$ cat config.mk
export PLATFORM = sky130hd
export DESIGN_NAME = mem_wb_stage
export DESIGN_NICKNAME = d
export VERILOG_FILES = /design/src/rtl/mips_pkg.sv /design/src/rtl/mem_miss_ctr.sv /design/src/rtl/mem_wb_stage.sv
export SDC_FILE = /design/constraint.sdc
export NUM_CORES = 1
export LEC_CHECK = 0
export CAP_MARGIN = 30
export CORE_UTILIZATION = 38
export CTS_BUF_LIST = sky130_fd_sc_hd__clkbuf_16
export DETAILED_ROUTE_END_ITERATION = 8
export GPL_ROUTABILITY_DRIVEN = 0
export HOLD_SLACK_MARGIN = 0.06
export PLACE_DENSITY = 0.9
export SYNTH_ARGS = -nofsm -noshare
export SYNTH_HDL_FRONTEND = slang
export SYNTH_HIERARCHICAL = 1
export SYNTH_SLANG_ARGS = --single-unit
$ cat constraint.sdc
create_clock -name clk -period 1.78 [get_ports clk]
set_input_delay 0.356 -clock clk [delete_from_list [all_inputs] [get_ports clk]]
set_output_delay 0.356 -clock clk [all_outputs]
set_load 0.1 [all_outputs]
$ cat src/rtl/mips_pkg.sv
// rtl/mips_pkg.sv - shared MIPS core constants, WB control indices and miss FSM encoding
package mips_pkg;

  localparam int DEF_DATA_W     = 32;
  localparam int DEF_REG_ADDR_W = 5;

  localparam int WB_REGWRITE = 1;
  localparam int WB_MEMTOREG = 0;

  typedef enum logic {
    RUN  = 1'b0,
    MISS = 1'b1
  } miss_state_e;

endpackage

$ cat src/rtl/mem_miss_ctr.sv
// rtl/mem_miss_ctr.sv - cache-miss wait FSM with saturating miss counter and sticky timeout
module mem_miss_ctr
  import mips_pkg::*;
#(
  parameter int CNT_W        = 8,
  parameter int MISS_TIMEOUT = 15
) (
  input  logic             clk,
  input  logic             rst_n,
  input  logic             in_valid,
  input  logic             data_hit,
  input  logic             flush,
  output logic [CNT_W-1:0] miss_cycles,
  output logic             miss_timeout
);

  miss_state_e      state_q, state_d;
  logic [CNT_W-1:0] cnt_q, cnt_d;
  logic             timeout_q, timeout_d;

  always_ff @(posedge clk or negedge rst_n) begin
    if (!rst_n) begin
      state_q   <= RUN;
      cnt_q     <= '0;
      timeout_q <= 1'b0;
    end else begin
      state_q   <= state_d;
      cnt_q     <= cnt_d;
      timeout_q <= timeout_d;
    end
  end

  always_comb begin
    state_d   = state_q;
    cnt_d     = cnt_q;
    timeout_d = timeout_q;
    if (flush) begin
      state_d   = RUN;
      cnt_d     = '0;
      timeout_d = 1'b0;
    end else begin
      case (state_q)
        RUN: begin
          if (in_valid && !data_hit) begin
            state_d = MISS;
            cnt_d   = CNT_W'(1);
          end
        end
        MISS: begin
          if (data_hit || !in_valid) begin
            state_d = RUN;
            cnt_d   = '0;
          end else if (cnt_q != '1) begin
            cnt_d = cnt_q + CNT_W'(1);
          end
        end
        default: begin
          state_d = RUN;
          cnt_d   = '0;
        end
      endcase
      // Sticky: once the count reaches the threshold only flush/reset clears it.
      if (cnt_d == CNT_W'(MISS_TIMEOUT)) timeout_d = 1'b1;
    end
  end

  assign miss_cycles  = cnt_q;
  assign miss_timeout = timeout_q;

endmodule

$ cat src/rtl/mem_wb_stage.sv
// rtl/mem_wb_stage.sv - MEM/WB pipeline register with handshake, miss stall, flush and WB data select
module mem_wb_stage
  import mips_pkg::*;
#(
  parameter int DATA_W       = DEF_DATA_W,
  parameter int REG_ADDR_W   = DEF_REG_ADDR_W,
  parameter int CTRL_W       = 2,
  parameter int MISS_TIMEOUT = 15,
  parameter int CNT_W        = 8
) (
  input  logic                  clk,
  input  logic                  rst_n,
  input  logic                  in_valid,
  output logic                  in_ready,
  input  logic                  data_hit,
  input  logic                  flush,
  input  logic [CTRL_W-1:0]     control_wb_in,
  input  logic [DATA_W-1:0]     read_data_in,
  input  logic [DATA_W-1:0]     alu_result_in,
  input  logic [REG_ADDR_W-1:0] write_reg_in,
  output logic                  out_valid,
  input  logic                  out_ready,
  output logic [CTRL_W-1:0]     control_wb_out,
  output logic [DATA_W-1:0]     read_data_out,
  output logic [DATA_W-1:0]     alu_result_out,
  output logic [REG_ADDR_W-1:0] write_reg_out,
  output logic [DATA_W-1:0]     wb_data_out,
  output logic                  reg_write,
  output logic                  stall_out,
  output logic [CNT_W-1:0]      miss_cycles,
  output logic                  miss_timeout
);

  logic                  valid_q;
  logic [CTRL_W-1:0]     ctrl_q;
  logic [DATA_W-1:0]     rdata_q;
  logic [DATA_W-1:0]     alu_q;
  logic [REG_ADDR_W-1:0] wreg_q;
  logic                  capture;
  logic                  drain;

  assign in_ready = data_hit & (~valid_q | out_ready) & ~flush;
  assign capture  = in_valid & in_ready;
  assign drain    = valid_q & out_ready;

  // Drain and capture in the same cycle simply overwrite the entry: full throughput.
  always_ff @(posedge clk or negedge rst_n) begin
    if (!rst_n) begin
      valid_q <= 1'b0;
      ctrl_q  <= '0;
      rdata_q <= '0;
      alu_q   <= '0;
      wreg_q  <= '0;
    end else if (flush) begin
      valid_q <= 1'b0;
      ctrl_q  <= '0;
    end else if (capture) begin
      valid_q <= 1'b1;
      ctrl_q  <= control_wb_in;
      rdata_q <= read_data_in;
      alu_q   <= alu_result_in;
      wreg_q  <= write_reg_in;
    end else if (drain) begin
      valid_q <= 1'b0;
      ctrl_q  <= '0;
    end
  end

  assign out_valid      = valid_q;
  assign control_wb_out = valid_q ? ctrl_q : '0;
  assign read_data_out  = rdata_q;
  assign alu_result_out = alu_q;
  assign write_reg_out  = wreg_q;
  assign wb_data_out    = control_wb_out[WB_MEMTOREG] ? rdata_q : alu_q;
  assign reg_write      = valid_q & control_wb_out[WB_REGWRITE] & out_ready;
  assign stall_out      = in_valid & ~in_ready & ~flush;

  mem_miss_ctr #(
    .CNT_W       (CNT_W),
    .MISS_TIMEOUT(MISS_TIMEOUT)
  ) u_miss_ctr (
    .clk         (clk),
    .rst_n       (rst_n),
    .in_valid    (in_valid),
    .data_hit    (data_hit),
    .flush       (flush),
    .miss_cycles (miss_cycles),
    .miss_timeout(miss_timeout)
  );

endmodule

==> flow_results.org, run 1 <==
** Status
- The flow ran to the end, but the final reports show violations.
- Violations in the final reports :: setup timing

** Clocking
- Insertion delay to the later sink of the worst-skew pair :: 0.33 ns
- Master cell of the clock root buffer :: sky130_fd_sc_hd__clkbuf_16
- The clock net in this run drives a total of 82 sinks.
- Num CTS Buffers :: 9
- Count of H-tree levels built during CTS :: 3
- Maximum buffer depth of the clock tree :: 2
- CTS tree :: yes
- Clock-pin slew was measured on the worst setup and hold paths at 0.06 ns.

** Critical path
- Data on the critical path is required at its endpoint by 2.03 ns.
- The worst register-to-register path has a depth of 6.
- STA classifies the critical path startpoint as a flop.
- Count of buffering cells on the critical path with inverters included :: 0
- Arrival time at the worst endpoint :: 2.26 ns
- On the worst path, the slowest cell contributes a delay of 0.50 ns.
- Counting buffers and inverters, the worst setup path is 6 cells deep.
- Max Fanout on Critical Path :: 3
- Sequence of cells on the critical path :: ha_4, and3_4, a32o_1, a221oi_2, or3b_4, o31ai_2
- Element type at the critical path end :: flop
- Top delay family on crit path :: compound AO/OA/AOI/OAI gates
- For this design, the slowest cell found on the critical path is sky130_fd_sc_hd__dfrtp_4.
- Type of the setup path with the least slack :: flop to flop

** Final layout
- The layout has 598 filler cells.
- The library cells used most frequently in the layout, excluding fill and tap cells, are sky130_fd_sc_hd__buf_12 (121), sky130_fd_sc_hd__mux2_4 (99), sky130_fd_sc_hd__clkdlybuf4s50_1 (75), sky130_fd_sc_hd__dfrtp_2 (48), sky130_fd_sc_hd__buf_4 (37).
- Most frequent standard cell in the layout excluding fill and tap cells :: sky130_fd_sc_hd__buf_12
- Leaving out filler cells and counting taps, the final layout contains 659.
- Layout-stage area growth over the synthesis result :: 99.5%
- In the final design database the tool counted 596 nets.
- Ant. Diodes :: 0
- Final Util :: 0.793
- Of the cells placed in the final design, the portion with a size suffix greater than 1 is 0.663.

** Yosys
- Mapped Avg Cell Area :: 14.8 sq um
- In this run the cell area of the synthesized design comes to 4160 sq um.
- Cells after Synth :: 281
- Number of flops mapped to enable cells by yosys :: 0
- Syn. warnings :: 6
- Register bit count reported by yosys :: 82
- Share of the yosys chip area belonging to registers :: 0.493
- Post-synth net total :: 359
- For this run, asynchronously set or reset flops after synthesis account for 1.00.
- The number of different library cells used by synthesis comes to 47.
- Ys flop type :: sky130_fd_sc_hd__dfrtp_1

** STA
- Worst setup skew after layout :: 0.00572 ns
- Pins Over Slew Limit :: 0
- Clock period minus final worst setup slack :: 2.01 ns
- Worst Max-Slew Pin Slew :: 0.497 ns
- Unrepaired setup endpoints after global routing :: true
- Maximum frequency from static timing analysis :: 0.498 GHz
- Final worst slack :: -0.226 ns
- Final-report hold violation count :: 0
- Final setup viols :: 35
- Dividing the final minimum period by the clock period gives 1.13.
- Headroom to the max-slew limit came out at 0.669.

** Power and ir drop
- Worst voltage drop across the vdd grid :: 0.000929 V
- Total power for the finished layout comes to 11700 uW.
- Pwr/cell area :: 1410 nW/um^2
- For this design the static power due to leakage is 0.00392 uW.

** Route
- DR DRC count :: 0
- Before antenna repair, the detailed router went through 5 iterations.
- Remaining antenna violation count :: 0
- Via-per-instance ratio :: 5.22
- For this block, the routed nets add up to 14400 microns of wire.
- Iteration-0 DRC Markers :: 126
- Vias :: 3441
- Dividing the detail-routed wire length by the instance count gives 21.8 microns.

** Global route
- The number of antenna violations at the first check in global routing is 0.
- Entering global routing, the biggest net connects 42 pins.
- Residual overflow from global routing :: 0
- Number of global-route vias before repair :: 3735
- Global-route wire length before repair :: 21900 microns
- Total global-route track usage :: 0.258

** Place
- Worst slack at placement :: -0.416 ns
- Placed Cells :: 636
- Port-buffer cells :: 192
- Post-detailed-placement half-perimeter wirelength :: 10700 microns

** Run
- Max capacitance violation total :: 0

** Die
- Initial Util :: 0.398
- The die is 107 microns wide.
- Standard cell core area :: 10500 sq um
- Number of standard-cell rows in the floorplan :: 37
- Top-level I/O count :: 193
- Height of the die :: 107 microns
- The floorplan step defined a die boundary enclosing 11400 sq um.

** Worst hold path
- Worst min-delay path class :: input pin to asynchronous set/reset pin
## worst paths after layout
check                                           to                 startpoint  slack (ns)
min reg2reg                              ctrl_q[1]                  ctrl_q[1]        0.55
min                               write_reg_out[3]                      rst_n        0.54
max in group asynchronous        alu_result_out[5]                      rst_n        0.62
max                        u_miss_ctr/miss_timeout  u_miss_ctr/miss_cycles[1]       -0.23
min in group clk                         ctrl_q[1]                  ctrl_q[1]        0.55
max reg2reg                u_miss_ctr/miss_timeout  u_miss_ctr/miss_cycles[1]       -0.23
## power by group
group          switching (uW)  total (uW)  internal [uW]
Sequential                504        2740           2240
Combinational            4320        7020           2700
Clock                     723        1930           1200
## cell families after synthesis
logic type               Yosys count  synth area share
multiplexers                     103             0.339
flip-flops                        82             0.493
AND/OR/NAND/NOR                   50            0.0695
AO/OA/AOI/OAI                     23            0.0424
buffers and inverters             20            0.0487
XOR/XNOR                           2           0.00421
adder cells (fa/ha/maj)            1           0.00301
## worst register-to-register path, cell delays in order (launching register included)
cell,delay [ns]
sky130_fd_sc_hd__dfrtp_4,0.50
sky130_fd_sc_hd__ha_4,0.17
sky130_fd_sc_hd__and3_4,0.18
sky130_fd_sc_hd__a32o_1,0.22
sky130_fd_sc_hd__a221oi_2,0.26
sky130_fd_sc_hd__or3b_4,0.42
sky130_fd_sc_hd__o31ai_2,0.17
## synth_stat cells (3+ instances only)
master	instances	area, sq um
sky130_fd_sc_hd__dfrtp_1	82	2050
sky130_fd_sc_hd__mux2_4	67	1010
sky130_fd_sc_hd__mux2_2	34	383
sky130_fd_sc_hd__nor2_1	11	41.3
sky130_fd_sc_hd__nand2_1	9	33.8
sky130_fd_sc_hd__buf_12	7	140
sky130_fd_sc_hd__inv_1	6	22.5
sky130_fd_sc_hd__a21oi_1	5	25.0
sky130_fd_sc_hd__buf_2	5	25.0
sky130_fd_sc_hd__nand3_1	4	20.0
sky130_fd_sc_hd__a31oi_1	3	18.8
## layer usage
metal,vias to the layer above,share of wire,GRT usage
met2,171,0.55,0.479
met3,31,0.063,0.0498
met4,0,0.020,0.0939
li1,1488,-,-
met5,-,0,0
met1,1751,0.36,0.292
## registers in the layout, summed over array words and instances (netlist names)
register and cells:
write_reg_out 5, out_valid 1, u_miss_ctr/miss_cycles 8, read_data_out 32
u_miss_ctr/miss_timeout 1, ctrl_q 2, alu_result_out 32, u_miss_ctr/state_q 1
## cell type report
type                       instances  area (sq um)  area share
sequential                        82          2120       0.256
timing repair buffer             240          3560       0.429
multi-input combinational        179          2110       0.255
clock buffer                       9           225      0.0271
tap                              136           170      0.0205
clock inverter                     7          78.8     0.00950
inverter                           6          26.3     0.00317
## what timing repair did
item	CTS	global route
hold buffers	1	0
setup endpoints to repair	37	40
gates resized for setup	10	9
setup buffers	1	4
pin swaps	1	3
hold endpoints to repair	34	0
cloned	1	1
## stage by stage
| step | hold slack [ns] | setup TNS, ns | cell area [sq um] |
|---|---|---|---|
| finish | 0.537 | -6.80 | 8300 |
| global route | 0.581 | -8.16 | 8300 |
| CTS | 0.550 | -7.37 | 8210 |
| detailed placement | 0.356 | -10.72 | 7820 |
| global placement | 0.340 | -7.99 | 7820 |
| floorplan | 0.0604 | -0.511 | 4380 |
Note: power is estimated with default switching activity, not from simulation.
==> inputs of run 2 (changes only) <==
--- a/config.mk
+++ b/config.mk
@@ -6,12 +6,12 @@
 export NUM_CORES = 1
 export LEC_CHECK = 0
 export CAP_MARGIN = 30
-export CORE_UTILIZATION = 38
+export CORE_UTILIZATION = 42
 export CTS_BUF_LIST = sky130_fd_sc_hd__clkbuf_16
 export DETAILED_ROUTE_END_ITERATION = 8
 export GPL_ROUTABILITY_DRIVEN = 0
 export HOLD_SLACK_MARGIN = 0.06
-export PLACE_DENSITY = 0.9
+export PLACE_DENSITY = 0.93
 export SYNTH_ARGS = -nofsm -noshare
 export SYNTH_HDL_FRONTEND = slang
 export SYNTH_HIERARCHICAL = 1
==> constraint.sdc (replaced) <==
create_clock -name clk -period 2.01 [get_ports clk]
set_input_delay 0.402 -clock clk [delete_from_list [all_inputs] [get_ports clk]]
set_output_delay 0.402 -clock clk [all_outputs]
set_load 0.1 [all_outputs]
==> flow_results.org, run 2 (same netlist as run 1, synthesis figures left out) <==
** Die
- The die covers 10300 sq um.
- Measured along the x axis, the die boundary spans 102 microns.
- In this run the standard cell core region covers 9420 sq um.
- In this run the core area contains 35 standard-cell rows.
- For this design the top-level I/O count stands at 193.
- The initial utilization of the core area, before any placement, comes to 0.442.
- In this run the vertical extent of the chip is 102 microns.

** Critical path
- Max Fanout on Critical Path :: 4
- By startpoint and endpoint, the worst setup path is classified as flop to flop.
- At the worst endpoint, the required time is 2.24 ns.
- Sort of element at the start of the critical path :: flop
- Arrival time at the worst endpoint :: 2.29 ns
- The worst setup path is captured at a flop.

** Final layout
- Final instance area :: 7180 sq um
- Layout-stage area growth over the synthesis result :: 72.6%
- In the final layout, the share of cells above drive strength 1 is 0.567.
- Nets :: 578
- Highest-count cells in the layout ignoring fill and taps :: sky130_fd_sc_hd__mux2_4 (99), sky130_fd_sc_hd__buf_4 (97), sky130_fd_sc_hd__clkdlybuf4s50_1 (75), sky130_fd_sc_hd__dfrtp_1 (73), sky130_fd_sc_hd__buf_12 (45)
- Ant. Diodes :: 0
- For this run, the share of the core covered by cells in the final layout is 0.762.
- The library cell used most frequently in the layout, excluding fill and tap cells, is sky130_fd_sc_hd__mux2_4.

** Run
- Across the run, the number of max-cap violations was 0.

** Clocking
- Count of H-tree levels built during CTS :: 3
- Number of sinks driven by the clock tree :: 82
- Maximum buffer depth of the clock tree :: 2
- The tree is rooted in a sky130_fd_sc_hd__clkbuf_16.
- CTS tree :: yes
- Insertion delay to the later sink of the worst-skew pair :: 0.33 ns
- After clock tree synthesis, the clock-pin slew on the worst setup and hold paths is 0.06 ns.
- In this run, CTS created clock tree buffers numbering 9.

** Status
- Outcome :: finished, violations left
- The final reports fail on setup timing.

** Global route
- Entering global routing, the biggest net connects 48 pins.
- Number of global-route vias before repair :: 3364
- The number of antenna violations at the first check in global routing was 0.
- Total global-route track usage :: 0.229
- The total overflow left after global routing is 0.
- Global-route wire length before repair :: 17800 microns

** STA
- Worst setup skew after layout :: 0.00961 ns
- Derived from the worst setup path, the maximum achievable clock frequency is 0.484 GHz.
- Setup repair after global routing could not meet its margin everywhere.
- Smallest hold slack :: 0.497 ns
- After layout, the worst setup slack is -0.0546 ns.
- Post-Route Setup TNS :: -0.185 ns
- Share of the clock period used by the worst path after layout :: 1.03
- For the finished layout, the period the worst path requires is 2.06 ns.
- Final-report hold violation count :: 0
- For the pin with the worst max-slew slack, the measured transition is 0.390 ns.
- Final setup viols :: 12
- Headroom to the max-slew limit :: 0.737
- Pins Over Slew Limit :: 0

** Route
- Iteration-0 DRC Markers :: 89
- Number of search-and-repair iterations in the first detailed-routing pass :: 4
- After detailed routing, the average wire length per cell comes to 19.1 microns.
- Via-per-instance ratio :: 5.14
- In the routed design, unresolved DRC markers number 0.
- The routed layout has 3251 vias.
- The final layout contains routed wiring with a total length of 12100 microns.
- In this run the remaining antenna-violating nets after routing total 0.

** Place
- OpenSTA, run right after detailed placement, puts the worst setup slack at -0.224 ns.
- The placed instances occupy a cell area of 6620 sq um.
- Once detailed placement completed, the half-perimeter wirelength came to 8790 microns.
- Input and output buffers added on the ports amount to 192.

** Worst hold path
- The worst hold path belongs to the class input pin to asynchronous set/reset pin.

** Power and ir drop
- For this design the static power due to leakage is 0.00355 uW.
- IR analysis of the VDD net gives a maximum drop of 0.00103 V.
- Pwr/cell area :: 1340 nW/um^2
==> run 2: report_power, final <==
part	internal, uW	leakage (uW)	switching (uW)	total (uW)
clock network	1330	0.000172	631	1960
registers	1950	0.000981	273	2220
logic	1640	0.00240	3760	5410
total	4920	0.00355	4670	9580
==> run 2: repair_timing <==
| item | 4_1_cts | 5_1_grt |
|---|---|---|
| gates resized for setup | 7 | 11 |
| buffers inserted | 4 | 1 |
| pin swaps | 1 | 1 |
| cloned | 1 | 2 |
| endpoints found under the hold margin | 14 | 0 |
| hold buffers | 1 | 0 |
| setup endpoints to repair | 33 | 25 |
==> run 2: layout make-up <==
type	instances	area (sq um)
Multi-Input combinational cell	179	2090
Clock buffer	9	225
Fill cell	556	2240
Timing Repair Buffer	222	2480
Sequential cell	82	2070
Inverter	6	26.3
Clock inverter	5	129
Tap cell	129	161
==> run 2: path summary, 6_finish.rpt <==
| path | start | endpoint | slack, ns | cells after the start |
|---|---|---|---|---|
| worst min register to register | write_reg_out[4] | write_reg_out[4] | 0.52 | 1 |
| worst max-delay path | u_miss_ctr/miss_cycles[1] | u_miss_ctr/miss_timeout | -0.05 | 6 |
| min in group clk | write_reg_out[4] | write_reg_out[4] | 0.52 | 1 |
| max in group asynchronous | rst_n | out_valid | 0.94 | 3 |
| worst max register to register | u_miss_ctr/miss_cycles[1] | u_miss_ctr/miss_timeout | -0.05 | 6 |
| worst min-delay path | rst_n | alu_result_out[6] | 0.50 | 2 |
==> run 2: routing by layer <==
| metal | track usage | wire length, microns | up-vias |
|---|---|---|---|
| li1 | - | - | 1451 |
| met1 | 0.261 | 4620 | 1595 |
| met2 | 0.412 | 6340 | 176 |
| met3 | 0.0594 | 819 | 29 |
| met4 | 0.0792 | 303 | 0 |
| met5 | 0 | 0 | - |
==> run 2: critical path: stages (launching register included) <==
cell and delay [ns]:
sky130_fd_sc_hd__dfrtp_4 0.51, sky130_fd_sc_hd__ha_4 0.18, sky130_fd_sc_hd__and3_4 0.19, sky130_fd_sc_hd__a32o_1 0.22, sky130_fd_sc_hd__a221oi_2 0.30, sky130_fd_sc_hd__or3b_1 0.40, sky130_fd_sc_hd__o31ai_2 0.18
==> run 2: metrics by stage <==
stage                     std cells  total power, uW
after global routing            632             9840
after CTS                       629             9600
after floorplan                 281             6080
after global placement          609             7530
after detailed placement        609             7600
final                           632             9580
==> inputs of run 3 (changes only) <==
--- a/config.mk
+++ b/config.mk
@@ -12,6 +12,7 @@
 export GPL_ROUTABILITY_DRIVEN = 0
 export HOLD_SLACK_MARGIN = 0.06
 export PLACE_DENSITY = 0.93
+export REMOVE_ABC_BUFFERS = 1
 export SYNTH_ARGS = -nofsm -noshare
 export SYNTH_HDL_FRONTEND = slang
 export SYNTH_HIERARCHICAL = 1
==> flow_results.org, run 3 (same netlist as run 1, synthesis figures left out) <==
** STA
- Once routing completed, OpenROAD measured the worst setup slack at -0.0163 ns.
- Smallest hold slack :: 0.531 ns
- Between clock sinks in the finished design, the worst skew comes to 0.0103 ns.
- The max-slew violation count came to 0.
- Final setup viols :: 2
- Of the available clock period, the critical path in the final layout requires 1.01.
- Clock period minus final worst setup slack :: 2.03 ns
- Worst Max-Slew Pin Slew :: 0.424 ns
- Based on the critical path, the design can be clocked at up to 0.494 GHz.
- Headroom to the max-slew limit came out at 0.717.
- Setup repair after global routing could not meet its margin everywhere.
- Final-report hold violation count :: 0

** Route
- Detailed routing inserted a total of 3223 vias.
- The pre-antenna-repair detailed-routing pass consisted of 4 iterations.
- DR DRC count :: 0
- DR WL/cell :: 18.8 microns
- The detail route stage leaves a number of antenna-violating nets equal to 0.
- After detailed routing, the number of vias per cell comes to 5.03.
- Iteration-0 DRC Markers :: 70
- Total Wirelength :: 12000 microns

** Die
- Height of the die :: 102 microns
- Number of standard-cell rows in the floorplan :: 35
- Die boundary width :: 102 microns
- The initial utilization of the core area, before any placement, comes to 0.442.
- The die covers 10300 sq um.
- Standard cell core area :: 9420 sq um
- For this design the top-level I/O count stands at 193.

** Worst hold path
- In this run the most critical hold path is launched from write_reg_out[0].
- Counting instances, the worst hold path has a depth of 1.
- Worst min-delay path endpoint :: write_reg_out[0]
- Worst min-delay path class :: flop to flop

** Global route
- Number of global-route vias before repair :: 3502
- Global routing finished with a remaining overflow of 0.
- Across every metal layer, demand over resource in global routing totals 0.227.
- Maximum number of pins on one net before global-route repair :: 53
- Global-route wire length before repair :: 17800 microns
- The number of antenna violations at the first check in global routing is 0.

** Critical path
- Arrival time at the worst endpoint :: 1.62 ns
- The setup check on the worst reg-to-reg path leaves a slack of 0.01 ns.
- Cell count of the worst reg-to-reg path :: 6
- The worst setup path is captured at a primary output.
- STA puts the critical path data required time at 1.61 ns.
- In this run the worst path has a maximum fanout of 15.
- Sort of element at the start of the critical path :: flop
- The worst register-to-register path ends at u_miss_ctr/miss_timeout.
- Reg-to-reg critical path startpoint :: u_miss_ctr/miss_cycles[0]
- By startpoint and endpoint, the worst setup path is classified as flop to primary output.

** Final layout
- In the final layout, the multi-input gates occupy 2020 sq um.
- Compared with the post-synthesis result, the final layout area differs by 71.5%.
- Layout Cells excl Fill :: 641
- Leaving out fill and tap cells, the most frequent cells in the layout are sky130_fd_sc_hd__buf_4 (102), sky130_fd_sc_hd__mux2_4 (85), sky130_fd_sc_hd__dfrtp_1 (82), sky130_fd_sc_hd__clkdlybuf4s50_1 (75), sky130_fd_sc_hd__buf_12 (48).
- Nets :: 585
- Sequential cell area :: 2050 sq um
- Leaving out fill and tap cells, the most frequent cell in the layout is sky130_fd_sc_hd__buf_4.
- The layout has 568 filler cells.
- The number of antenna diodes in the final layout is 0.
- Layout cell share with drive strength beyond 1 :: 0.555
- Once layout is complete, the utilization of the core stands at 0.758.

** Clocking
- Clock transition at path regs :: 0.06 ns
- In this run the number of H-tree levels came out at 3.
- Maximum buffer depth of the clock tree :: 2
- CTS tree :: yes
- Number of sinks driven by the clock tree :: 82
- Insertion delay to the later sink of the worst-skew pair :: 0.32 ns
- Master cell of the clock root buffer :: sky130_fd_sc_hd__clkbuf_16
- Num CTS Buffers :: 9

** Power and ir drop
- Pwr/cell area :: 1320 nW/um^2
- Leakage :: 0.00354 uW
- Worst voltage drop across the vdd grid :: 0.000911 V

** Run
- Max capacitance violation total :: 0

** Status
- The final reports fail on setup timing.
- Outcome :: finished, violations left

** Place
- Buffers placed on the I/O ports in this run total 192.
- OpenSTA, run right after detailed placement, puts the worst setup slack at -0.213 ns.
- After legalization and detailed placement, the total HPWL measured 9110 microns.
- After detailed placement, the design holds a cell count of 619.
==> run 3: cell types whose count changed in the layout (fill, tap and decap cells not counted), moves of 2 or more <==
cell	previous run	this run
sky130_fd_sc_hd__buf_12	45	48
sky130_fd_sc_hd__buf_4	97	102
sky130_fd_sc_hd__nand2_4	0	2
sky130_fd_sc_hd__dfrtp_4	3	0
sky130_fd_sc_hd__dfrtp_2	6	0
sky130_fd_sc_hd__dfrtp_1	73	82
sky130_fd_sc_hd__mux2_4	99	85
sky130_fd_sc_hd__inv_1	5	7
sky130_fd_sc_hd__mux2_2	2	16
==> run 3: final cells by class <==
class / instances / share of cell area
clock buffer: 9 / 0.0316
clock inverter: 7 / 0.0165
inverter: 6 / 0.00316
multi-input combinational: 179 / 0.283
sequential: 82 / 0.288
tap: 129 / 0.0226
timing repair buffer: 229 / 0.355
==> run 3: through the flow <==
stage                     area [sq um]  power [uW]  TNS [ns]
after global placement            6600        7470    -0.165
after detailed placement          6600        7560    -0.327
after CTS                         6990        9440  -0.00536
final                             7130        9450   -0.0311
after global routing              7130        9720    -0.227
after floorplan                   3980        6000   -176.79
==> run 3: worst max-delay path by stage <==
stage                                         start                       to  slack [ns]  depth (start not counted)
final                                     ctrl_q[0]           wb_data_out[7]       -0.02                          4
after global routing      u_miss_ctr/miss_cycles[0]  u_miss_ctr/miss_timeout       -0.05                          8
after CTS                                 out_valid          wb_data_out[20]      -0.003                          4
after detailed placement                   in_valid  u_miss_ctr/miss_timeout       -0.21                          6
after global placement                     in_valid  u_miss_ctr/miss_timeout       -0.16                          6
after floorplan                           out_valid        read_data_out[13]       -2.00                          3
==> run 3: critical path, stage by stage (launching register included) <==
cell	delay, ns
sky130_fd_sc_hd__dfrtp_1	0.41
sky130_fd_sc_hd__nand2_4	0.15
sky130_fd_sc_hd__buf_12	0.19
sky130_fd_sc_hd__mux2_2	0.37
sky130_fd_sc_hd__buf_12	0.17
==> run 3: repair_timing <==
action	in CTS	in global routing
hold buffers	1	0
resized for setup	9	24
gates cloned	0	2
setup buffers	1	2
setup endpoints to repair	34	35
pin swaps	2	1
hold endpoints to repair	30	0
==> run 3: report_power, final <==
group / switching [uW] / internal [uW]
Sequential: 283 / 1940
Clock: 644 / 1220
Combinational: 3750 / 1610
==> run 3: per-layer routing <==
| layer | wire length, microns | GRT usage | part of all wire |
|---|---|---|---|
| met4 | 121 | 0.0580 | 0.010 |
| met1 | 4500 | 0.247 | 0.37 |
| met2 | 6860 | 0.444 | 0.57 |
| met3 | 566 | 0.0462 | 0.047 |
| met5 | 0 | 0 | 0 |
